### src/rtl/sigma_delta_pkg.sv
// Shared constants and helpers for the sigma-delta CIC decimator.
// Sizes the modular accumulators and clamps wide signed values into a narrower range.
package sigma_delta_pkg;

  localparam int CIC_ORDER = 3;

  // Each integrator stage grows by log2(R) bits; two extra bits cover the +/-1 input and sign.
  function automatic int cic_acc_width(input int order, input int decim_log2);
    return order * decim_log2 + 2;
  endfunction

  function automatic logic signed [63:0] sat_signed(
    input logic signed [63:0] value,
    input int                 in_w,
    input int                 out_w
  );
    logic signed [63:0] maxVal;
    logic signed [63:0] minVal;
    maxVal = (64'sd1 <<< (out_w - 1)) - 64'sd1;
    minVal = -(64'sd1 <<< (out_w - 1));
    if (in_w <= out_w)
      return value;
    else if (value > maxVal)
      return maxVal;
    else if (value < minVal)
      return minVal;
    else
      return value;
  endfunction

endpackage

### src/rtl/cic_integrator.sv
// One wrapping integrator stage of the CIC chain; the sum is allowed to overflow,
// which is what makes the later comb differences come out exact.
module cic_integrator
  import sigma_delta_pkg::*;
#(
  parameter int ACC_W = 20
) (
  input  logic                    clk,
  input  logic                    rst,
  input  logic                    en,
  input  logic signed [ACC_W-1:0] in,
  output logic signed [ACC_W-1:0] acc
);

  always_ff @(posedge clk or negedge rst) begin
    if (!rst)
      acc <= '0;
    else if (en)
      acc <= acc + in;
  end

endmodule

### src/rtl/sigma_delta_cic_decimator.sv
// Third-order CIC decimator: 1-bit sigma-delta stream in, signed WIDTH-bit PCM out
// once every 2^DECIM_LOG2 accepted bits, with a one-cycle valid pulse after warm-up.
module sigma_delta_cic_decimator
  import sigma_delta_pkg::*;
#(
  parameter int WIDTH      = 16,
  parameter int DECIM_LOG2 = 6
) (
  input  logic                    clk,
  input  logic                    rst,
  input  logic                    en,
  input  logic                    sdIn,
  output logic signed [WIDTH-1:0] out,
  output logic                    outValid
);

  localparam int ACC_W = cic_acc_width(CIC_ORDER, DECIM_LOG2);
  localparam int SHIFT = CIC_ORDER * DECIM_LOG2 - (WIDTH - 1);

  if ((CIC_ORDER * DECIM_LOG2 < WIDTH - 1) || (DECIM_LOG2 < 1) || (ACC_W > 64)) begin : g_badParams
    $error("sigma_delta_cic_decimator: DECIM_LOG2 too small for WIDTH or out of range");
  end

  logic signed [ACC_W-1:0] w_x;
  logic signed [ACC_W-1:0] w_i1;
  logic signed [ACC_W-1:0] w_i2;
  logic signed [ACC_W-1:0] w_i3;
  logic signed [ACC_W-1:0] w_c1;
  logic signed [ACC_W-1:0] w_c2;
  logic signed [ACC_W-1:0] w_c3;
  logic signed [ACC_W-1:0] w_y;

  logic signed [ACC_W-1:0] r_d1;
  logic signed [ACC_W-1:0] r_d2;
  logic signed [ACC_W-1:0] r_d3;
  logic [DECIM_LOG2-1:0]   r_cnt;
  logic                    r_tick;
  logic [1:0]              r_warm;

  assign w_x = sdIn ? ACC_W'(1) : '1;

  // Stages 2 and 3 integrate the pre-edge value of the previous stage.
  cic_integrator #(.ACC_W(ACC_W)) u_int1 (.clk(clk), .rst(rst), .en(en), .in(w_x),  .acc(w_i1));
  cic_integrator #(.ACC_W(ACC_W)) u_int2 (.clk(clk), .rst(rst), .en(en), .in(w_i1), .acc(w_i2));
  cic_integrator #(.ACC_W(ACC_W)) u_int3 (.clk(clk), .rst(rst), .en(en), .in(w_i2), .acc(w_i3));

  assign w_c1 = w_i3 - r_d1;
  assign w_c2 = w_c1 - r_d2;
  assign w_c3 = w_c2 - r_d3;
  assign w_y  = w_c3 >>> SHIFT;

  always_ff @(posedge clk or negedge rst) begin
    if (!rst) begin
      r_cnt  <= '0;
      r_tick <= 1'b0;
    end else begin
      r_tick <= en && (&r_cnt);
      if (en)
        r_cnt <= r_cnt + DECIM_LOG2'(1);
    end
  end

  // The comb runs only in the tick cycle; the first two results flush the zeroed delays.
  always_ff @(posedge clk or negedge rst) begin
    if (!rst) begin
      r_d1     <= '0;
      r_d2     <= '0;
      r_d3     <= '0;
      r_warm   <= '0;
      out      <= '0;
      outValid <= 1'b0;
    end else if (r_tick) begin
      r_d1 <= w_i3;
      r_d2 <= w_c1;
      r_d3 <= w_c2;
      out  <= WIDTH'(sat_signed(64'(w_y), ACC_W, WIDTH));
      if (r_warm == 2'd2) begin
        outValid <= 1'b1;
      end else begin
        outValid <= 1'b0;
        r_warm   <= r_warm + 2'd1;
      end
    end else begin
      outValid <= 1'b0;
    end
  end

endmodule

### config.mk
export PLATFORM = sky130hd
export DESIGN_NAME = sigma_delta_cic_decimator
export DESIGN_NICKNAME = d
export VERILOG_FILES = /design/src/rtl/sigma_delta_pkg.sv /design/src/rtl/cic_integrator.sv /design/src/rtl/sigma_delta_cic_decimator.sv
export SDC_FILE = /design/constraint.sdc
export NUM_CORES = 1
export LEC_CHECK = 0
export BUFFER_PORTS_ARGS = -buffer_cell sky130_fd_sc_hd__clkbuf_2
export CORE_MARGIN = 8
export CORE_UTILIZATION = 46
export CTS_CLUSTER_DIAMETER = 40
export CTS_CLUSTER_SIZE = 28
export DETAILED_ROUTE_END_ITERATION = 10
export GPL_ROUTABILITY_DRIVEN = 0
export PLACE_DENSITY = 0.71
export SLEW_MARGIN = 20
export SYNTH_ARGS = -nofsm -noshare
export SYNTH_HDL_FRONTEND = slang
export SYNTH_SLANG_ARGS = --single-unit
### constraint.sdc
create_clock -name clk -period 12.97 [get_ports clk]
set_input_delay 2.594 -clock clk [delete_from_list [all_inputs] [get_ports clk]]
set_output_delay 2.594 -clock clk [all_outputs]
set_load 0.05 [all_outputs]
## After elaboration in Yosys (flattened, before gate mapping)

Cells that the tools add are included.

- Register bits: 146
- Logic and storage cells: 31
- Output and inout port bits: 17

- Mux-type cells: 5
- $lt $le $gt $ge: 2
- Equality and inequality tests: 1
- Bitwise operators: 1
- Reductions and logical operators: 3
- Add/sub/neg operators: 8

Operator list:

| cell | number |
|---|---|
| $add 20x20->20 | 3 |
| $sub 20x20->20 | 3 |
| $mux 16 | 2 |
| $mux 20 | 1 |
| $gt 17x16->1 const B | 1 |
| $lt 17x16->1 const B | 1 |
| $add 6x1->6 const B | 1 |
| $reduce_and 6->1 | 1 |
| $add 2x1->2 const B | 1 |
| $eq 2x2->1 const B | 1 |
| $mux 1 | 2 |
| $reduce_and 2->1 | 1 |
| $logic_and 1x1->1 | 1 |
| $not 1->1 | 1 |

## Longest topological paths before layout

Gate-level depths: netlist of run 1.

- Depth after elaboration: 6
- Mapped depth: 29
- Mapped depth without buffers: 28

## By module

Synthesis of run 1 repeated with hierarchy kept, for this count alone.

- Cell total of the unflattened synthesis: 1,208
- Area total of the unflattened synthesis: 11,013.1 um2

Modules (own cells, without submodules):

| module | cells an instance | times used | area an instance (um2) | seq. area each (um2) |
|---|---|---|---|---|
| sigma_delta_cic_decimator | 663 | 1 | 5,919.4 | 2,152.1 |
| cic_integrator (u_int2) | 185 | 1 | 1,736.7 | 500.5 |
| cic_integrator (u_int3) | 186 | 1 | 1,725.4 | 500.5 |
| cic_integrator (u_int1) | 174 | 1 | 1,631.6 | 500.5 |

## Worst setup path after synthesis of run 1

OpenSTA, ideal clock, no wires.

- Kind: input-to-reg
- From: in sdIn
- To: reg u_int1.acc[19]
- Arrival time: 5.248 ns
- Setup time: 0.123 ns
- Data required time: 12.847 ns
- Cell stages on the path: 12
- Path slack: 7.600 ns
- Buffers on the path: 0
- Cells stage by stage: inv_1 > ha_1 > a21o_1 > a21oi_1 > o21bai_1 > a211o_1 > a311oi_1 > o311ai_0 > nand4_1 > a211oi_1 > o31a_1 > xnor2_1

- Word-level cells in the longest chain between the ends: 2

RTL lines:

| item | RTL line | RTL |
|---|---|---|
| start: declaration | sigma_delta_cic_decimator.sv:12 | `input logic sdIn,` |
| $mux 20 | sigma_delta_cic_decimator.sv:40 | `assign w_x = sdIn ? ACC_W'(1) : '1;` |
| $add 20x20->20 | cic_integrator.sv:19 | `acc <= acc + in;` |
| end signal: assignment | cic_integrator.sv:19 |  |
| end: declaration | cic_integrator.sv:12 | `output logic signed [ACC_W-1:0] acc` |

Every way passes these cells.
A chain may end at the register's enable or synchronous reset.

## Worst setup path after layout of run 1

- From: reg u_int3.acc[0]
- To: reg out[13]

- Word-level cells in the longest chain between the ends: 6
- Elaborated cells on any way between the ends: 7

RTL lines:

| item | RTL line | RTL |
|---|---|---|
| start: declaration | cic_integrator.sv:12 |  |
| start signal: assignment | cic_integrator.sv:19 |  |
| $sub 20x20->20 (*) | sigma_delta_cic_decimator.sv:47 | `assign w_c1 = w_i3 - r_d1;` |
| via w_c1[10] | sigma_delta_cic_decimator.sv:28 | `logic signed [ACC_W-1:0] w_c1;` |
| $sub 20x20->20 (*) | sigma_delta_cic_decimator.sv:48 | `assign w_c2 = w_c1 - r_d2;` |
| via w_c2[16] | sigma_delta_cic_decimator.sv:29 | `logic signed [ACC_W-1:0] w_c2;` |
| $sub 20x20->20 (*) | sigma_delta_cic_decimator.sv:49 | `assign w_c3 = w_c2 - r_d3;` |
| $lt 17x16->1 | sigma_delta_pkg.sv:25 | `else if (value < minVal)` |
| $mux 16 | sigma_delta_pkg.sv:25 |  |
| $mux 16 (*) | sigma_delta_pkg.sv:23 | `else if (value > maxVal)` |
| end signal: assignment | sigma_delta_cic_decimator.sv:76 | `out <= WIDTH'(sat_signed(64'(w_y), ACC_W, WIDTH));` |
| end: declaration | sigma_delta_cic_decimator.sv:13 | `output logic signed [WIDTH-1:0] out,` |

Mark *: on every way through the listed nets, which the timed path passes. The rest lies on a longest branch.

==> results of run 1 <==
## final timing paths
kind / from / endpoint / slack (ns) / cells past startpoint
hold / removal: r_cnt[5] / r_cnt[5] / 0.47 / 1
min in group asynchronous: rst / outValid / 2.15 / 1
hold reg to reg: r_cnt[5] / r_cnt[5] / 0.47 / 1
setup reg to reg: u_int3.acc[0] / out[13] / 7.16 / 27
setup / recovery: u_int3.acc[0] / out[13] / 7.16 / 27
max in group asynchronous: rst / r_tick / 9.62 / 2
## registers in the layout (all words and copies together) (netlist names)
| signal | cells |
|---|---|
| r_d3 | 20 |
| u_int1.acc | 20 |
| r_cnt | 6 |
| out | 16 |
| r_tick | 1 |
| r_d1 | 20 |
| outValid | 1 |
| u_int3.acc | 20 |
| u_int2.acc | 20 |
| r_d2 | 20 |
| r_warm | 2 |
## metal layers
metal | up-vias | track usage
met1 | 3756 | 0.177
li1 | 4252 | -
met2 | 74 | 0.248
met4 | 0 | 0.0435
met3 | 18 | 0.0351
met5 | - | 0
## final cells by class
cell class | instances | area, µm² | area share
clock inverter | 7 | 73.8 | 0.00635
clock buffer | 24 | 502 | 0.0432
inverter | 109 | 409 | 0.0352
sequential | 146 | 3660 | 0.315
tap | 285 | 357 | 0.0307
timing repair buffer | 23 | 133 | 0.0114
multi-input combinational | 898 | 6490 | 0.559
## Yosys cell counts, drive strengths merged, types with 4 or more instances
| cell | number |
|---|---|
| dfrtp | 146 |
| ha | 114 |
| nand2 | 112 |
| inv | 109 |
| o21ai | 96 |
| nor2 | 77 |
| a21oi | 67 |
| xnor2 | 59 |
| mux2 | 41 |
| xor2 | 31 |
| a21o | 30 |
| a31oi | 27 |
| clkbuf | 21 |
| nor3 | 20 |
| nand3 | 17 |
| o21a | 17 |
| and3 | 12 |
| nor2b | 11 |
| a211oi | 10 |
| and2 | 10 |
| buf | 9 |
| nand2b | 9 |
| nand4 | 9 |
| o211ai | 9 |
| o21bai | 9 |
| or3 | 9 |
| mux2i | 8 |
| o31ai | 7 |
| o22ai | 6 |
| or2 | 6 |
| a2111oi | 5 |
| a21boi | 5 |
| a311oi | 5 |
| a31o | 5 |
| and4 | 5 |
| fa | 5 |
| nand3b | 5 |
| o2111ai | 4 |
## through the flow
stage	instances	hold WS [ns]	instance area [µm²]	setup slack, ns	util
after detailed placement	1461	0.462	11000	6.98	0.486
after global routing	1492	0.489	11600	6.44	0.512
final	1492	0.468	11600	7.16	0.512
after CTS	1492	0.473	11600	7.17	0.512
after global placement	1461	0.461	11000	7.05	0.486
after floorplan	1183	0.442	10700	7.60	-
## cells by family after synthesis
kind of cell,synth area share
compound gates,0.203
simple gates,0.134
flops,0.342
buf+inv,0.0504
fa+ha+maj,0.143
xor+xnor,0.0768
mux,0.0511
==> run metrics, run 1 <==
status finished, final reports clean; number of antenna violations at the first check in global routing 0; Post-Syn Area ~11000 µm²; layout cells sized above 1 0.0961; critical path's slowest cell mux2i_2; clk_lat worst skew roughly 0.42 ns; number of global-route vias before repair a little under 8000; # diodes 0; number of synthesized flops with an enable pin 0; crit path launch type flop; WL met3 ~470 µm; clock sinks ~150; Netlist cell types between 70 and 80; Ports 21; Async S/R FF share, synth 1.00; Crit. End Element flop; Core Region between 20000 and 25000 µm²; buffers inserted by post-CTS timing repair 0; post-synth top area share 0.342; Max-cap violations 0; wire length on met1 9.68 mm; DRT iter0 DRCs between 300 and 400; port bufs 20; commonest non-fill, non-tap cell in the layout dfrtp_1; ANT nets after route 0; metal2 WL around 9.1 mm; Layout Area Growth over Synthesis 8.80%; delay-heaviest family, CP compound AO/OA/AOI/OAI gates; # rows 55; Ys Warns 0; Setup-failing EPs final 0; most frequent cells in the layout dfrtp_1, ha_1, nand2_1, inv_1, o21ai_0; Yosys top cell by area dfrtp_1; CTS Buffer Depth 2; global route total overflow 0; period utilization 0.448; Worst-Margin Slew between 1 and 1.5 ns; Initial Util 0.470; hold crit path type reg -> reg; Crit path buffers/inverters 2; die footprint 28400 µm²; count of final max-slew check failures 0; DR WL/cell approximately 13 µm; Post-CTS Hold Buffers 0; drt pass-1 iters 5; HPWL after DPL ~14 mm; CTS Buf Count 17; clock root cell clkbuf_16; post-synthesis sequential area ratio 0.342; setup TNS 0 ns; Top Layer Used met4; DRT Wirelength approximately 19 mm; Synth Instances ~1200; Hold Vio Cnt, Final 0; CTS clk-pin slew, worst paths approximately 0.060 ns; RSZ-0062 raised after global routing false; min Tclk post-route 5.81 ns; worst path required time around 13 ns; die width between 150 and 200 µm; number of fillers in the final layout 2137; CTS tree yes; ys flop type dfrtp_1; vias 8100; nets 1318; largest net degree at the start of global routing slightly below 90; synthesized net count 1306; critical path peak fanout 13; CTS H-tree depth 4; dominant cells by area after synthesis dfrtp_1, ha_1, xnor2_1; Slew HR 0.332; detailed-route DRC error count 0; CP Data Arrival Time between 6 and 7 ns; crit path kind reg -> reg; Seq cells post-synth between 100 and 150; syn avg cell area approximately 9 µm²; Die Height roughly 170 µm; CP peak stage delay between 0.5 and 0.6 ns; PostCTS Resize Cnt 0; vias per inst 5.43; Max Freq 172 MHz; Final Skew roughly 0.0088 ns; total track usage 0.144; first-pass GRT wire length 35.0 mm
Power of run 1 is left out: the tool's default activity adds up to more than one toggle a clock period on the data nets, which glitch-free logic cannot reach.
==> run 2, diff against run 1 <==
- ABC_AREA: unset -> 1
- PLACE_DENSITY: 0.71 -> 0.74
- clock period: 12.97 -> 5.1 ns (I/O delays scaled with it)
==> run metrics, run 2 <==
status finished with violations; failing checks negative setup slack; Seq cells post-synth around 150; drt pass-1 iters 7; Hold Vio Cnt, Final 0; die footprint 29500 µm²; Setup-failing EPs final 16; syn avg cell area ~7.5 µm²; global route total overflow 0; ANT nets after route 0; # rows between 50 and 60; WL met3 840 µm; CP Data Arrival Time 5.68 ns; clock sinks approximately 150; nets between 1500 and 2000; number of synthesized flops with an enable pin 0; Reg area between 3000 and 4000 µm²; DRT Wirelength between 20 and 30 mm; fin cells approximately 1900; number of fillers in the final layout between 2000 and 2500; most frequent cells in the layout nand2_1, inv_1, dfrtp_1, o21ai_0, ha_1; Slew HR 0.476; commonest non-fill, non-tap cell in the layout nand2_1; Reg-to-Reg Start u_int3.acc[0]; # diodes 0; largest net degree at the start of global routing 89; DR WL/cell 14.3 µm; ys flop type dfrtp_1; critical path peak fanout 7; Die Height approximately 170 µm; clock root cell clkbuf_16; crit path launch type flop; wire length on met1 approximately 12 mm; vias per inst ~5.4; port bufs 20; CTS H-tree depth 4; delay-heaviest family, CP simple AND/OR/NAND/NOR gates; Ports 21; Min Hold Slack 0.479 ns; number of global-route vias before repair between 10000 and 15000; CTS tree yes; cell mode on critical path nand2_1; Post-DP Area around 12000 µm²; CTS clk-pin slew, worst paths about 0.07 ns; reg2reg setup slack -0.26 ns; Critical R2R Capture out[14]; post-route cell area around 13000 µm²; hold path startpoint out[7]; RSZ-0062 raised after global routing true; CTS Buffer Depth 2; synthesized net count 1611; Max Freq about 190 MHz; Netlist cell types 48; crit path kind reg -> reg; number of antenna violations at the first check in global routing 0; final setup margin -0.263 ns; most frequent cell after synthesis nand2_1; die width ~170 µm; CP peak stage delay 0.40 ns; post-synthesis sequential area ratio 0.327; post-synth top area share 0.327; Top Layer Used met4; min Tclk post-route around 5.4 ns; Final Skew 0.0146 ns; Crit path buffers/inverters 5; Async S/R FF share, synth 1.00; period utilization 1.05; hold crit path type reg -> reg; placed insts roughly 1900; WHS Path Cells 2; first-pass GRT wire length ~46 mm; Layout Area Growth over Synthesis 19.2%; clk_lat worst skew about 0.44 ns; Initial Util 0.463; destination of the worst hold path out[7]; count of final max-slew check failures 0; metal2 WL 14.4 mm; Core Region between 20000 and 25000 µm²; Synth top cells by count nand2_1, inv_1, dfrtp_1; worst r2r path cells 37; Max-cap violations 0; Yosys top cell by area dfrtp_1; detailed-route DRC error count 0; Ys Warns 0; vias just over 10000; layout cells sized above 1 0.165; DRT iter0 DRCs 531; HPWL after DPL 20.0 mm; Synth Instances roughly 1500; area of the multi-input gates slightly above 7000 µm²; worst path required time ~5.4 ns; total track usage 0.189; Worst-Margin Slew 0.786 ns; Post-Syn Area between 10000 and 15000 µm²; dominant cells by area after synthesis dfrtp_1, nand2_1, ha_1; CTS Buf Count 17; Crit. End Element flop; critical path's slowest cell fa_2
## run 2: cell types whose count changed after synthesis, sizes merged, moves of 14 or more
cell and delta:
xor2 +20, inv +59, a21o -27, nand3 +36
nand2 +283, mux2 -41, a21oi +51, o21ai +59
xnor2 -24, nand4 +14
## run 2: cell type report
| type | instances | area share |
|---|---|---|
| tap | 324 | 0.0305 |
| clock inverter | 15 | 0.0133 |
| multi-input combinational | 1141 | 0.539 |
| sequential | 146 | 0.275 |
| timing repair buffer | 116 | 0.0624 |
| inverter | 171 | 0.0484 |
| clock buffer | 17 | 0.0320 |
## run 2: repair_timing
| action | in CTS | in global routing |
|---|---|---|
| hold buffers | 0 | 0 |
| endpoints found under the setup margin | 16 | 16 |
| pin swaps | 12 | 48 |
| gates resized for setup | 36 | 58 |
| setup buffers | 5 | 12 |
| gates cloned | 2 | 0 |
## run 2: logic make-up (layout without fill, tap and decap cells)
group	after synthesis	in the layout	synth area share
fa+ha+maj	119	119	0.137
flops	146	146	0.327
xor+xnor	86	86	0.0675
simple gates	590	592	0.229
buf+inv	203	319	0.0721
compound gates	344	344	0.168
## run 2: worst max path at each step
| stage | start | to | slack [ns] | depth (start not counted) |
|---|---|---|---|---|
| 2_1_floorplan | r_d1[0] | out[12] | 0.19 | 32 |
| 3_3_place_gp | r_d1[0] | out[3] | -0.21 | 32 |
| 3_5_place_dp | u_int3.acc[0] | out[10] | -0.34 | 32 |
| 4_1_cts | u_int3.acc[0] | out[11] | 0.008 | 33 |
| 5_1_grt | u_int3.acc[0] | out[3] | -0.51 | 37 |
| 6_report | u_int3.acc[0] | out[14] | -0.26 | 37 |
## run 2: metal layers
layer / global-route usage / up-vias
met5: 0 / -
met4: 0.0705 / 0
met3: 0.0291 / 65
met2: 0.355 / 219
met1: 0.212 / 4917
li1: - / 5177
## run 2: per-stage QoR
stage / setup slack (ns) / util / setup TNS (ns)
after global routing: -0.512 / 0.552 / -7.41
after CTS: 0.00779 / 0.538 / 0
after global placement: -0.212 / 0.502 / -3.12
after detailed placement: -0.339 / 0.502 / -4.92
final: -0.263 / 0.552 / -2.93
after floorplan: 0.191 / - / 0
## run 2: worst register-to-register path: cells and delay by family, from the launching register on
| kind | cells | cell delay (ns) |
|---|---|---|
| AO/OA/AOI/OAI | 6 | 1.04 |
| XOR/XNOR | 1 | 0.17 |
| AND/OR/NAND/NOR | 21 | 2.10 |
| flip-flops | 1 | 0.37 |
| adder cells (fa/ha/maj) | 4 | 1.09 |
| buffers and inverters | 5 | 0.49 |
Power of run 2 is left out for the same reason.
